--- src/rtl/baud_gen.sv ---
`default_nettype none
// +--------------------------------------------------------------------+
// | baud_gen : fractional baud-rate generator (oversample/bit ticks)   |
// | Rev 1.0                                                            |
// +--------------------------------------------------------------------+
module baud_gen #(
  parameter int WIDTH      = 16,
  parameter int FRAC_BITS  = 4,
  parameter int OVERSAMPLE = 16
) (
  input  logic                 clk_in,
  input  logic                 reset,
  input  logic                 enable,
  input  logic [WIDTH-1:0]     divisor,
  input  logic [FRAC_BITS-1:0] frac,
  input  logic                 load,
  output logic                 tick_os,
  output logic                 tick_bit,
  output logic                 clk_out,
  output logic                 cfg_err
);

  localparam int OS_W = (OVERSAMPLE > 2) ? $clog2(OVERSAMPLE) : 1;
  localparam logic [OS_W-1:0]  c_os_last = OS_W'(OVERSAMPLE - 1);
  localparam logic [OS_W-1:0]  c_os_half = OS_W'(OVERSAMPLE / 2 - 1);
  localparam logic [WIDTH-1:0] c_min_div = WIDTH'(2);

  typedef enum logic [0:0] {IDLE = 1'b0, RUN = 1'b1} state_t;

  state_t               state_q, state_d;
  logic [WIDTH-1:0]     act_div_q, act_div_d, sh_div_q, sh_div_d;
  logic [FRAC_BITS-1:0] act_frac_q, act_frac_d, sh_frac_q, sh_frac_d;
  logic                 pend_q, pend_d;
  logic [WIDTH:0]       cnt_q, cnt_d;
  logic [FRAC_BITS-1:0] acc_q, acc_d;
  logic [OS_W-1:0]      os_cnt_q, os_cnt_d;
  logic                 tick_os_q, tick_os_d, tick_bit_q, tick_bit_d;
  logic                 clk_out_q, clk_out_d, cfg_err_q, cfg_err_d;

  logic [WIDTH-1:0]     w_div_clamped, w_use_div;
  logic [FRAC_BITS-1:0] w_use_frac;
  logic [FRAC_BITS:0]   w_acc_sum;
  logic [WIDTH:0]       w_period_m1;

  // A pending shadow value takes effect for the period starting at this boundary.
  assign w_div_clamped = (divisor < c_min_div) ? c_min_div : divisor;
  assign w_use_div     = pend_q ? sh_div_q  : act_div_q;
  assign w_use_frac    = pend_q ? sh_frac_q : act_frac_q;
  assign w_acc_sum     = {1'b0, acc_q} + {1'b0, w_use_frac};
  assign w_period_m1   = {1'b0, w_use_div} + {{WIDTH{1'b0}}, w_acc_sum[FRAC_BITS]}
                         - (WIDTH+1)'(1);

  always_comb begin
    state_d    = state_q;
    act_div_d  = act_div_q;
    act_frac_d = act_frac_q;
    sh_div_d   = sh_div_q;
    sh_frac_d  = sh_frac_q;
    pend_d     = pend_q;
    cnt_d      = cnt_q;
    acc_d      = acc_q;
    os_cnt_d   = os_cnt_q;
    tick_os_d  = 1'b0;
    tick_bit_d = 1'b0;
    clk_out_d  = clk_out_q;
    cfg_err_d  = cfg_err_q;

    if (load) cfg_err_d = (divisor < c_min_div);

    case (state_q)
      IDLE: begin
        if (enable) begin
          state_d = RUN;
          cnt_d   = w_period_m1;
          acc_d   = w_acc_sum[FRAC_BITS-1:0];
        end
      end
      RUN: begin
        if (!enable) begin
          state_d   = IDLE;
          cnt_d     = '0;
          acc_d     = '0;
          os_cnt_d  = '0;
          pend_d    = 1'b0;
          clk_out_d = 1'b0;
          if (pend_q) begin
            act_div_d  = sh_div_q;
            act_frac_d = sh_frac_q;
          end
        end else if (cnt_q == '0) begin
          tick_os_d  = 1'b1;
          cnt_d      = w_period_m1;
          acc_d      = w_acc_sum[FRAC_BITS-1:0];
          tick_bit_d = (os_cnt_q == c_os_last);
          os_cnt_d   = (os_cnt_q == c_os_last) ? '0 : os_cnt_q + OS_W'(1);
          if ((os_cnt_q == c_os_half) || (os_cnt_q == c_os_last)) clk_out_d = ~clk_out_q;
          if (pend_q) begin
            act_div_d  = sh_div_q;
            act_frac_d = sh_frac_q;
            pend_d     = 1'b0;
          end
        end else begin
          cnt_d = cnt_q - (WIDTH+1)'(1);
        end
      end
      default: state_d = IDLE;
    endcase

    // Applied last so a load on a boundary lands in the shadow for the next one.
    if (load) begin
      if (enable) begin
        sh_div_d  = w_div_clamped;
        sh_frac_d = frac;
        pend_d    = 1'b1;
      end else begin
        act_div_d  = w_div_clamped;
        act_frac_d = frac;
      end
    end
  end

  always_ff @(posedge clk_in or negedge reset) begin
    if (!reset) begin
      state_q    <= IDLE;
      act_div_q  <= c_min_div;
      act_frac_q <= '0;
      sh_div_q   <= c_min_div;
      sh_frac_q  <= '0;
      pend_q     <= 1'b0;
      cnt_q      <= '0;
      acc_q      <= '0;
      os_cnt_q   <= '0;
      tick_os_q  <= 1'b0;
      tick_bit_q <= 1'b0;
      clk_out_q  <= 1'b0;
      cfg_err_q  <= 1'b0;
    end else begin
      state_q    <= state_d;
      act_div_q  <= act_div_d;
      act_frac_q <= act_frac_d;
      sh_div_q   <= sh_div_d;
      sh_frac_q  <= sh_frac_d;
      pend_q     <= pend_d;
      cnt_q      <= cnt_d;
      acc_q      <= acc_d;
      os_cnt_q   <= os_cnt_d;
      tick_os_q  <= tick_os_d;
      tick_bit_q <= tick_bit_d;
      clk_out_q  <= clk_out_d;
      cfg_err_q  <= cfg_err_d;
    end
  end

  assign tick_os  = tick_os_q;
  assign tick_bit = tick_bit_q;
  assign clk_out  = clk_out_q;
  assign cfg_err  = cfg_err_q;

endmodule
`default_nettype wire

--- config.mk ---
export PLATFORM = sky130hd
export DESIGN_NAME = baud_gen
export DESIGN_NICKNAME = d
export VERILOG_FILES = /design/src/rtl/baud_gen.sv
export SDC_FILE = /design/constraint.sdc
export NUM_CORES = 1
export LEC_CHECK = 0
export ABC_AREA = 1
export CAP_MARGIN = 20
export CORE_ASPECT_RATIO = 2
export CORE_MARGIN = 3
export CORE_UTILIZATION = 64
export DETAILED_ROUTE_END_ITERATION = 6
export PLACE_DENSITY = 0.95
export SETUP_SLACK_MARGIN = 0.02
export SYNTH_ARGS = -nofsm -noshare
export SYNTH_HDL_FRONTEND = slang
export SYNTH_SLANG_ARGS = --single-unit
--- constraint.sdc ---
create_clock -name clk_in -period 4.9 [get_ports clk_in]
set_input_delay 0.98 -clock clk_in [delete_from_list [all_inputs] [get_ports clk_in]]
set_output_delay 0.98 -clock clk_in [all_outputs]
set_load 0.03 [all_outputs]
# Word level (Yosys, flattened, before mapping)
# Index checks and enable logic that the tools add are counted.
# W data, S select, Z words.
# totals
register_bits,71
input_bits,24
output_inout_bits,4
wordCells,72
# op_classes
n_addsub,5
n_lt_le_gt_ge,1
eq_ne,6
n_mux,39
bitwise,2
n_reduce_logical,6
# op_table
op,count
$mux W16,7
$mux W17,3
$mux W4,12
$pmux W17 S2,1
$sub A17 B1 Y17 const B,2
$add A16 B1 Y17,1
$logic_not A17 Y1,1
$lt A16 B2 Y1 const B,1
$mux W1,15
$pmux W4 S2,1
$reduce_and A2 Y1,3
$add A4 B4 Y5,1
$add A4 B1 Y4 const B,1
$eq A4 B3 Y1 const B,1
$eq A4 B4 Y1 const B,1
$ne A2 B1 Y1 const B,2
$ne A3 B2 Y1 const B,1
$reduce_and A3 Y1,1
$ne A2 B2 Y1 const B,1
$not A1 Y1,2
$logic_or A1 B1 Y1,1

# Logic depth before layout (Yosys ltp)
# Gate-level depths: netlist of the first run.
# depth
depth_word,7
depth_mapped,21
ltp_nobuf,20

# Least setup slack after synthesis of the first run
# Ideal clock, no wire load.
# synth_timing
path_type,register to register
start,register pend_q
end,register cnt_q[8]
setup_ns,0.117
arrival_time_ns,2.447
required_time_ns,4.783
slack_ns,2.336
path_stages_with_launch,20
path_buffers,1
synth_period_minus_slack_ns,2.564
cell_sequence,dfrtp_1 > inv_2 > buf_2 > nand2_1 > nand2_1 > ha_1 > inv_1 > fa_1 > o21ai_0 > a21oi_1 > ha_1 > nand3_1 > inv_1 > nand3_1 > nor2_1 > xor2_1 > nand2_1 > nand2_1 > nand2_1 > nand2_1
# synth_between
elab_chain_cells,7
elab_cells_between_ends,9
cone_classes,add/sub: 3; mux: 6
# synth_rtl
item,line_no,source
"start, declared",33,"logic pend_q, pend_d;"
"start signal, assigned",143,pend_q <= pend_d;
$mux W4,48,assign w_use_frac = pend_q ? sh_frac_q : act_frac_q;
$add A4 B4 Y5,49,"assign w_acc_sum = {1'b0, acc_q} + {1'b0, w_use_frac};"
$add A16 B1 Y17 (*),50,"assign w_period_m1 = {1'b0, w_use_div} + {{WIDTH{1'b0}}, w_acc_sum[FRAC_BITS]}"
$sub A17 B1 Y17 (*),51,- (WIDTH+1)'(1);
$mux W17,90,end else if (cnt_q == '0) begin
$mux W17,79,if (!enable) begin
$pmux W17 S2 (*),70,case (state_q)
"end signal, assigned",144,cnt_q <= cnt_d;
"end, declared",34,"logic [WIDTH:0] cnt_q, cnt_d;"
# Mark *: on every way between the ends. The rest lies on a longest branch, timed or not. The select of a mux whose other input is x is not followed.
# A chain may end at the register's enable or synchronous reset.

# Worst setup path in the final report of the first run
# layout_timing
start,register pend_q
end,register cnt_q[13]
# Same word-level chain as after synthesis.

==> results of run 1 <==
==> critical path, cell delays in order (launching register included) <==
cell                      delay (ns)
sky130_fd_sc_hd__dfrtp_1        0.82
sky130_fd_sc_hd__inv_2          0.37
sky130_fd_sc_hd__or2_2          0.38
sky130_fd_sc_hd__o21ai_0        0.15
sky130_fd_sc_hd__fa_1           0.28
sky130_fd_sc_hd__o21ai_0        0.11
sky130_fd_sc_hd__a21oi_1        0.21
sky130_fd_sc_hd__ha_1           0.19
sky130_fd_sc_hd__nand3_1        0.18
sky130_fd_sc_hd__nor3_1         0.36
sky130_fd_sc_hd__nand2_1        0.09
sky130_fd_sc_hd__nand2_1        0.08
sky130_fd_sc_hd__nand3_1        0.07
sky130_fd_sc_hd__nand2_1        0.08
sky130_fd_sc_hd__inv_1          0.05
sky130_fd_sc_hd__nand2_1        0.05
sky130_fd_sc_hd__nand2_1        0.05
==> synth_stat cells (all sizes together) <==
master / number / share of area [%]
a21o: 1 / 0.17
a21oi: 16 / 1.8
a22o: 1 / 0.20
a22oi: 1 / 0.17
a31oi: 5 / 0.71
and2: 1 / 0.14
buf: 12 / 1.8
clkbuf: 8 / 0.68
clkinv: 1 / 0.085
dfrtp: 69 / 39
dfstp: 2 / 1.2
fa: 1 / 0.45
ha: 8 / 2.3
inv: 78 / 6.6
mux2: 10 / 2.5
nand2: 210 / 19
nand3: 40 / 5.0
nand4: 5 / 0.71
nor2: 59 / 5.6
nor3: 5 / 0.82
nor4: 3 / 0.42
o211ai: 1 / 0.17
o21ai: 58 / 6.7
o22ai: 6 / 0.85
or2: 2 / 0.28
xnor2: 2 / 0.40
xor2: 13 / 2.6
==> metrics by stage <==
stage	instance area, µm²	setup slack, ns
global route	5030	1.08
CTS	5030	1.35
floorplan	4420	2.34
detailed placement	4700	1.27
global placement	4700	1.41
finish	5030	1.26
==> sequential cells by signal, summed over array words and instances (netlist names) <==
name,flops
pend_q,1
tick_bit,1
act_frac_q,4
cfg_err,1
clk_out,1
state_q,1
sh_frac_q,4
tick_os,1
act_div_q,16
os_cnt_q,4
acc_q,4
cnt_q,17
sh_div_q,16
==> power breakdown <==
group	leakage, µW	internal (µW)	switching [µW]
sequential	0.000875	687	86.3
clock	0.000163	463	258
combinational	0.00152	224	389
==> cell type report <==
type,count,area (µm²)
Clock buffer,10,239
Clock inverter,6,91.3
Fill cell,511,1640
Inverter,79,297
Multi-Input combinational cell,448,2240
Sequential cell,71,1780
Tap cell,88,110
Timing Repair Buffer,29,280
==> how the worst min path moves through the flow <==
stage	start	endpoint	cells after the start
2_1_floorplan	sh_div_q[1]	sh_div_q[1]	2
3_3_place_gp	sh_div_q[1]	sh_div_q[1]	2
3_5_place_dp	sh_div_q[1]	sh_div_q[1]	2
4_1_cts	sh_div_q[1]	sh_div_q[1]	2
5_1_grt	sh_div_q[1]	sh_div_q[1]	2
6_report	sh_div_q[1]	sh_div_q[1]	2
==> logic make-up (layout without fill, tap and decap cells) <==
family                   Yosys count  after routing
AND/OR/NAND/NOR                  325            325
AO/OA/AOI/OAI                     89             89
flip-flops                        71             71
buffers and inverters             99            124
XOR/XNOR                          15             15
adder cells (fa/ha/maj)            9              9
multiplexers                      10             10
==> layer usage <==
layer	vias up	track usage [%]	share of wire (%)
met3	50	5.27	4.9
met4	0	19.9	5.3
met5	-	0	0
met2	180	54.9	55
met1	1901	31.0	35
li1	2001	-	-
==> qor.log, run 1 <==
qor: routing.drt-pass1-iter-count 5
qor: worst_setup_path.cp-endpoint cnt_q[13]
qor: status.run_status completed
qor: logic_synthesis.synth_seq_area_share 40.2%
qor: timing.timing.setup.tns 0 ns
qor: cts.tritoncts_clock_tree done
qor: timing.total_count_of_hold_check_failures_in_the_final_report 0
qor: placed_design.finalWeightedCongestion 0.939
qor: logic_synthesis.synth-simple-area-share 31.6%
qor: worst_setup_path.ff2ff_setup_slack 1.26 ns
qor: cts.clock_root_buffer_master sky130_fd_sc_hd__clkbuf_16
qor: grt.grt_antenna_before_repair 0
qor: cts.insertion_delay 0.34 ns
qor: floorplanning.initial_utilization 66.2%
qor: floorplanning.core_area 0.00667 mm²
qor: logic_synthesis.adder_cell_fraction_of_synth_area 2.72%
qor: routing.detail_route.drc_violations 0
qor: power.vdd_ir_drop_max 0.000410 V
qor: worst_setup_path.start_point_of_the_critical_path pend_q
qor: timing.timing.final.max_slew_violations 0
qor: worst_setup_path.cp-end-kind register
qor: worst_setup_path.timing.reg2reg.worst_path_depth 16
qor: cts.cts_buf_count 9
qor: final_layout.fraction_of_final_layout_cells_sized_beyond_drive_strength_1 9.49%
qor: timing.finalCriticalPeriod 3.64 ns
qor: grt.total_track_usage 30.3%
qor: logic_synthesis.yosys.area_share.xor_xnor 2.97%
qor: cts.cts.hold.buffers_added 0
qor: floorplanning.rows 42
qor: logic_synthesis.post_synth_num_cell_types 39
qor: logic_synthesis.yosysWarnings 0
qor: worst_setup_path.r2r-end cnt_q[13]
qor: hold_path.hp-class reg -> reg
qor: final_layout.final_cell_mix sky130_fd_sc_hd__nand2_1 (197), sky130_fd_sc_hd__inv_1 (73), sky130_fd_sc_hd__dfrtp_1 (69), sky130_fd_sc_hd__nor2_1 (54), sky130_fd_sc_hd__o21ai_0 (49)
qor: timing.hold-worst-slack 0.485 ns
qor: cts.clock_sink_count 71
qor: cts.post_cts.repair.setup_buffers 0
qor: final_layout.num-nets-final 671
qor: routing.antenna_violating_nets_post_route 0
qor: logic_synthesis.synth.mux.area_fraction 2.55%
qor: final_layout.post_layout_nonfiller_instances 731
qor: worst_setup_path.cp_data_arrival_time 3.87 ns
qor: worst_setup_path.crit_path_max_fanout 23
qor: placed_design.dp_hpwl 8.17 mm
qor: routing.route.vias.total 4,132
qor: cts.clock_tree.htree_level_count 3
qor: final_layout.area_delta_synth_final 13.8%
qor: routing.drtIter0Drc 233
qor: timing.timing.fmax 274 MHz
qor: timing.min_period_over_period 74.4%
qor: power.total_leakage_power 0.00256 µW
qor: cts.worst_setup_hold_path_clk_slew 0.06 ns
qor: grt.number_of_global_route_vias_before_repair 4,103
qor: placed_design.numPlacedInstances 715
qor: routing.final_routed_wirelength_across_all_metal_layers 11.2 mm
qor: final_layout.final_core_util 75.4%
qor: grt.largest_net_degree_at_the_start_of_global_routing 43
qor: timing.setup_viol_count_final 0
qor: logic_synthesis.number_of_storage_elements_in_the_synthesis_netlist 71
qor: logic_synthesis.post_synth_instance_area 0.00442 mm²
qor: power.total_power 2110 µW
qor: power.power_density 419 mW/mm²
qor: floorplanning.horizontal_die_dimension 64.8 µm
qor: grt.global_route_wire_length_before_repair 18.5 mm
qor: floorplanning.die_y 124 µm
qor: worst_setup_path.worst-endpoint-required 5.13 ns
qor: worst_setup_path.timing.rr.start pend_q
qor: logic_synthesis.avgSynthCellArea 7.15 µm²
qor: floorplanning.pin_count 28
qor: logic_synthesis.net_count_of_the_mapped_netlist 651
qor: routing.wire_per_inst 15.3 µm
qor: timing.worst_pin_slew 1.10 ns
qor: logic_synthesis.synth_top_family_by_area simple AND/OR/NAND/NOR gates
qor: cts.cts_resizes 0
qor: timing.rsz0062_at_grt false
qor: job.drv_cap 0
qor: logic_synthesis.synthCells 618
qor: cts.cts-root-to-sink-buffers 2
qor: final_layout.layout.cells.most_common sky130_fd_sc_hd__nand2_1
qor: final_layout.antenna-diode-count 0
qor: worst_setup_path.criticalPathCategory reg -> reg
qor: placed_design.placement.io_buffers 27
qor: timing.largest_clock_skew_in_the_final_design 0.00666 ns
qor: worst_setup_path.sort_of_element_at_the_start_of_the_critical_path register
qor: grt.grt_overflow 0
qor: timing.timing.slew.headroom 26.6%
qor: floorplanning.die_area 0.00800 mm²
qor: logic_synthesis.synthesized_area_fraction_occupied_by_ao_oa_aoi_and_oai_cells 10.7%
qor: routing.via_per_inst 5.65
(Power assumes the default switching activity.)
==> run 2: changes to the inputs <==
Settings changed: CORE_UTILIZATION 64 to 54, PLACE_DENSITY 0.95 to 0.87.
Clock period 4.9 ns to 2.95 ns, I/O delays scaled along.
==> run 2 against run 1 <==
Effect of this change:
- clock-buffer cell count decreased by 1
- global-route usage decreased by 6.4 points
- register-to-register slack got worse by 1.1 ns
- first-iteration DRC count increased by 20%
- flip-flop and latch count unchanged
- clock skew about the same
- final area increased by 2.0%
- clock power increased by 46%
==> qor.log, run 2 (same netlist as run 1, synthesis figures left out) <==
qor: worst_setup_path.sort_of_element_at_the_start_of_the_critical_path register
qor: cts.insertion_delay 0.33 ns
qor: routing.via_per_inst 5.35
qor: timing.largest_clock_skew_in_the_final_design 0.00701 ns
qor: routing.detail_route.drc_violations 0
qor: final_layout.final_core_util 64.6%
qor: routing.wire_per_inst 14.1 µm
qor: cts.tritoncts_clock_tree done
qor: floorplanning.die_y 134 µm
qor: floorplanning.initial_utilization 55.7%
qor: timing.timing.setup.tns 0 ns
qor: worst_setup_path.ff2ff_setup_slack 0.20 ns
qor: cts.worst_setup_hold_path_clk_slew 0.06 ns
qor: worst_setup_path.timing.reg2reg.worst_path_depth 18
qor: final_layout.final_cell_mix sky130_fd_sc_hd__nand2_1 (196), sky130_fd_sc_hd__inv_1 (73), sky130_fd_sc_hd__dfrtp_1 (69), sky130_fd_sc_hd__nor2_1 (53), sky130_fd_sc_hd__o21ai_0 (48)
qor: timing.finalCriticalPeriod 2.75 ns
qor: routing.drtIter0Drc 279
qor: final_layout.layout.cells.most_common sky130_fd_sc_hd__nand2_1
qor: grt.total_track_usage 23.8%
qor: cts.clock_tree.htree_level_count 3
qor: placed_design.numPlacedInstances 733
qor: cts.cts_buf_count 9
qor: grt.largest_net_degree_at_the_start_of_global_routing 35
qor: final_layout.final_area 0.00513 mm²
qor: final_layout.num-fill-cells 645
qor: grt.grt_overflow 0
qor: timing.total_count_of_hold_check_failures_in_the_final_report 0
qor: timing.timing.final.max_slew_violations 0
qor: final_layout.registers.top_by_ff_count cnt_q
qor: placed_design.dp_hpwl 7.93 mm
qor: status.run_status completed
qor: final_layout.post_layout_nonfiller_instances 752
qor: timing.rsz0062_at_grt true
qor: timing.timing.fmax 363 MHz
qor: floorplanning.core_area 0.00794 mm²
qor: worst_setup_path.cp_data_arrival_time 2.97 ns
qor: worst_setup_path.crit_path_max_fanout 5
qor: floorplanning.horizontal_die_dimension 70.0 µm
qor: cts.cts.hold.buffers_added 0
qor: hold_path.hp-class in -> async
qor: job.drv_cap 0
qor: final_layout.fraction_of_final_layout_cells_sized_beyond_drive_strength_1 12.0%
qor: grt.number_of_global_route_vias_before_repair 4,079
qor: cts.clock_sink_count 71
qor: final_layout.largest_registers cnt_q: 17 flops, act_div_q: 16 flops, sh_div_q: 16 flops
qor: placed_design.finalWeightedCongestion 0.974
qor: timing.min_period_over_period 93.3%
qor: floorplanning.pin_count 28
qor: routing.final_routed_wirelength_across_all_metal_layers 10.6 mm
qor: routing.antenna_violating_nets_post_route 0
qor: placed_design.area_of_placed_instances 0.00480 mm²
qor: final_layout.largest_register_ffs 17
qor: worst_setup_path.worst-endpoint-required 3.17 ns
qor: power.vdd_ir_drop_max 0.000481 V
qor: final_layout.num-nets-final 685
qor: worst_setup_path.criticalPathCategory reg -> reg
qor: power.total_leakage_power 0.00261 µW
qor: timing.setup_viol_count_final 0
qor: cts.cts-root-to-sink-buffers 2
qor: power.power_density 654 mW/mm²
qor: final_layout.area_delta_synth_final 16.1%
qor: worst_setup_path.cp-end-kind register
qor: cts.clock_root_buffer_master sky130_fd_sc_hd__clkbuf_16
qor: floorplanning.die_area 0.00937 mm²
qor: timing.worst_pin_slew 0.808 ns
qor: timing.timing.slew.headroom 46.1%
qor: grt.global_route_wire_length_before_repair 18.0 mm
qor: final_layout.antenna-diode-count 0
qor: floorplanning.rows 46
qor: routing.drt-pass1-iter-count 6
qor: placed_design.placement.io_buffers 27
qor: grt.grt_antenna_before_repair 0
qor: routing.route.vias.total 4,023
run 2: changes by cell type in the layout (fill, tap and decap cells not counted), sizes merged:
cell,previous run,this run
clkbuf,10,9
clkinv,3,6
bufinv,2,1
inv,80,78
buf,3,17
run 2: report_power, final:
group | internal [µW] | switching (µW) | leakage [µW]
Combinational | 397 | 644 | 0.00159
Clock | 647 | 399 | 0.000145
Sequential | 1140 | 128 | 0.000875
run 2: metrics by stage:
| step | power, µW | setup slack (ns) | hold slack (ns) |
|---|---|---|---|
| floorplan | 2020 | 0.386 | 0.294 |
| global placement | 2240 | 0.326 | 0.449 |
| detailed placement | 2290 | 0.222 | 0.460 |
| CTS | 3340 | 0.185 | 0.374 |
| global route | 3580 | -0.0364 | 0.403 |
| finish | 3360 | 0.197 | 0.347 |
run 2: final timing paths:
| path | to | startpoint |
|---|---|---|
| min in group clk_in | sh_div_q[1] | sh_div_q[1] |
| min | tick_bit | reset |
| max | cnt_q[8] | pend_q |
| max reg2reg | cnt_q[8] | pend_q |
| min reg2reg | sh_div_q[1] | sh_div_q[1] |
| max in group asynchronous | act_div_q[1] | reset |
run 2: timing repair:
action | 4_1_cts | 5_1_grt
setup buffers | 0 | 4
gates resized for setup | 0 | 6
setup endpoints to repair | 0 | 8
run 2: critical path: stages, from the launching register on:
cell and delay, ns:
sky130_fd_sc_hd__dfrtp_1 0.43, sky130_fd_sc_hd__inv_2 0.09, sky130_fd_sc_hd__nand2_1 0.05, sky130_fd_sc_hd__nand2_1 0.11
sky130_fd_sc_hd__ha_1 0.20, sky130_fd_sc_hd__inv_1 0.08, sky130_fd_sc_hd__fa_2 0.36, sky130_fd_sc_hd__o21ai_0 0.17
sky130_fd_sc_hd__a21oi_1 0.11, sky130_fd_sc_hd__ha_1 0.19, sky130_fd_sc_hd__nand3_1 0.21, sky130_fd_sc_hd__inv_1 0.10
sky130_fd_sc_hd__nand3_1 0.14, sky130_fd_sc_hd__nor2_2 0.07, sky130_fd_sc_hd__xor2_1 0.14, sky130_fd_sc_hd__nand2_1 0.06
sky130_fd_sc_hd__nand2_1 0.05, sky130_fd_sc_hd__nand2_1 0.05, sky130_fd_sc_hd__nand2_1 0.04
run 2: cell type report:
cell class / count / area (µm²) / share of cell area (%)
timing repair buffer: 43 / 398 / 7.75
clock inverter: 6 / 62.6 / 1.22
clock buffer: 9 / 225 / 4.39
inverter: 79 / 297 / 5.78
sequential: 71 / 1780 / 34.7
multi-input combinational: 448 / 2250 / 43.9
tap: 96 / 120 / 2.34
run 2: layer usage:
metal | vias to the layer above | GRT usage (%) | wire length [µm]
li1 | 2029 | - | -
met1 | 1838 | 25.7 | 4010
met2 | 122 | 44.1 | 5840
met3 | 34 | 3.75 | 332
met4 | 0 | 11.9 | 423
met5 | - | 0 | 0
==> run 3: changes to the inputs <==
Settings changed: CTS_CLUSTER_SIZE from default to 8.
==> results of run 3 <==
The final DEF is identical to that of run 2; final timing and power are the same.
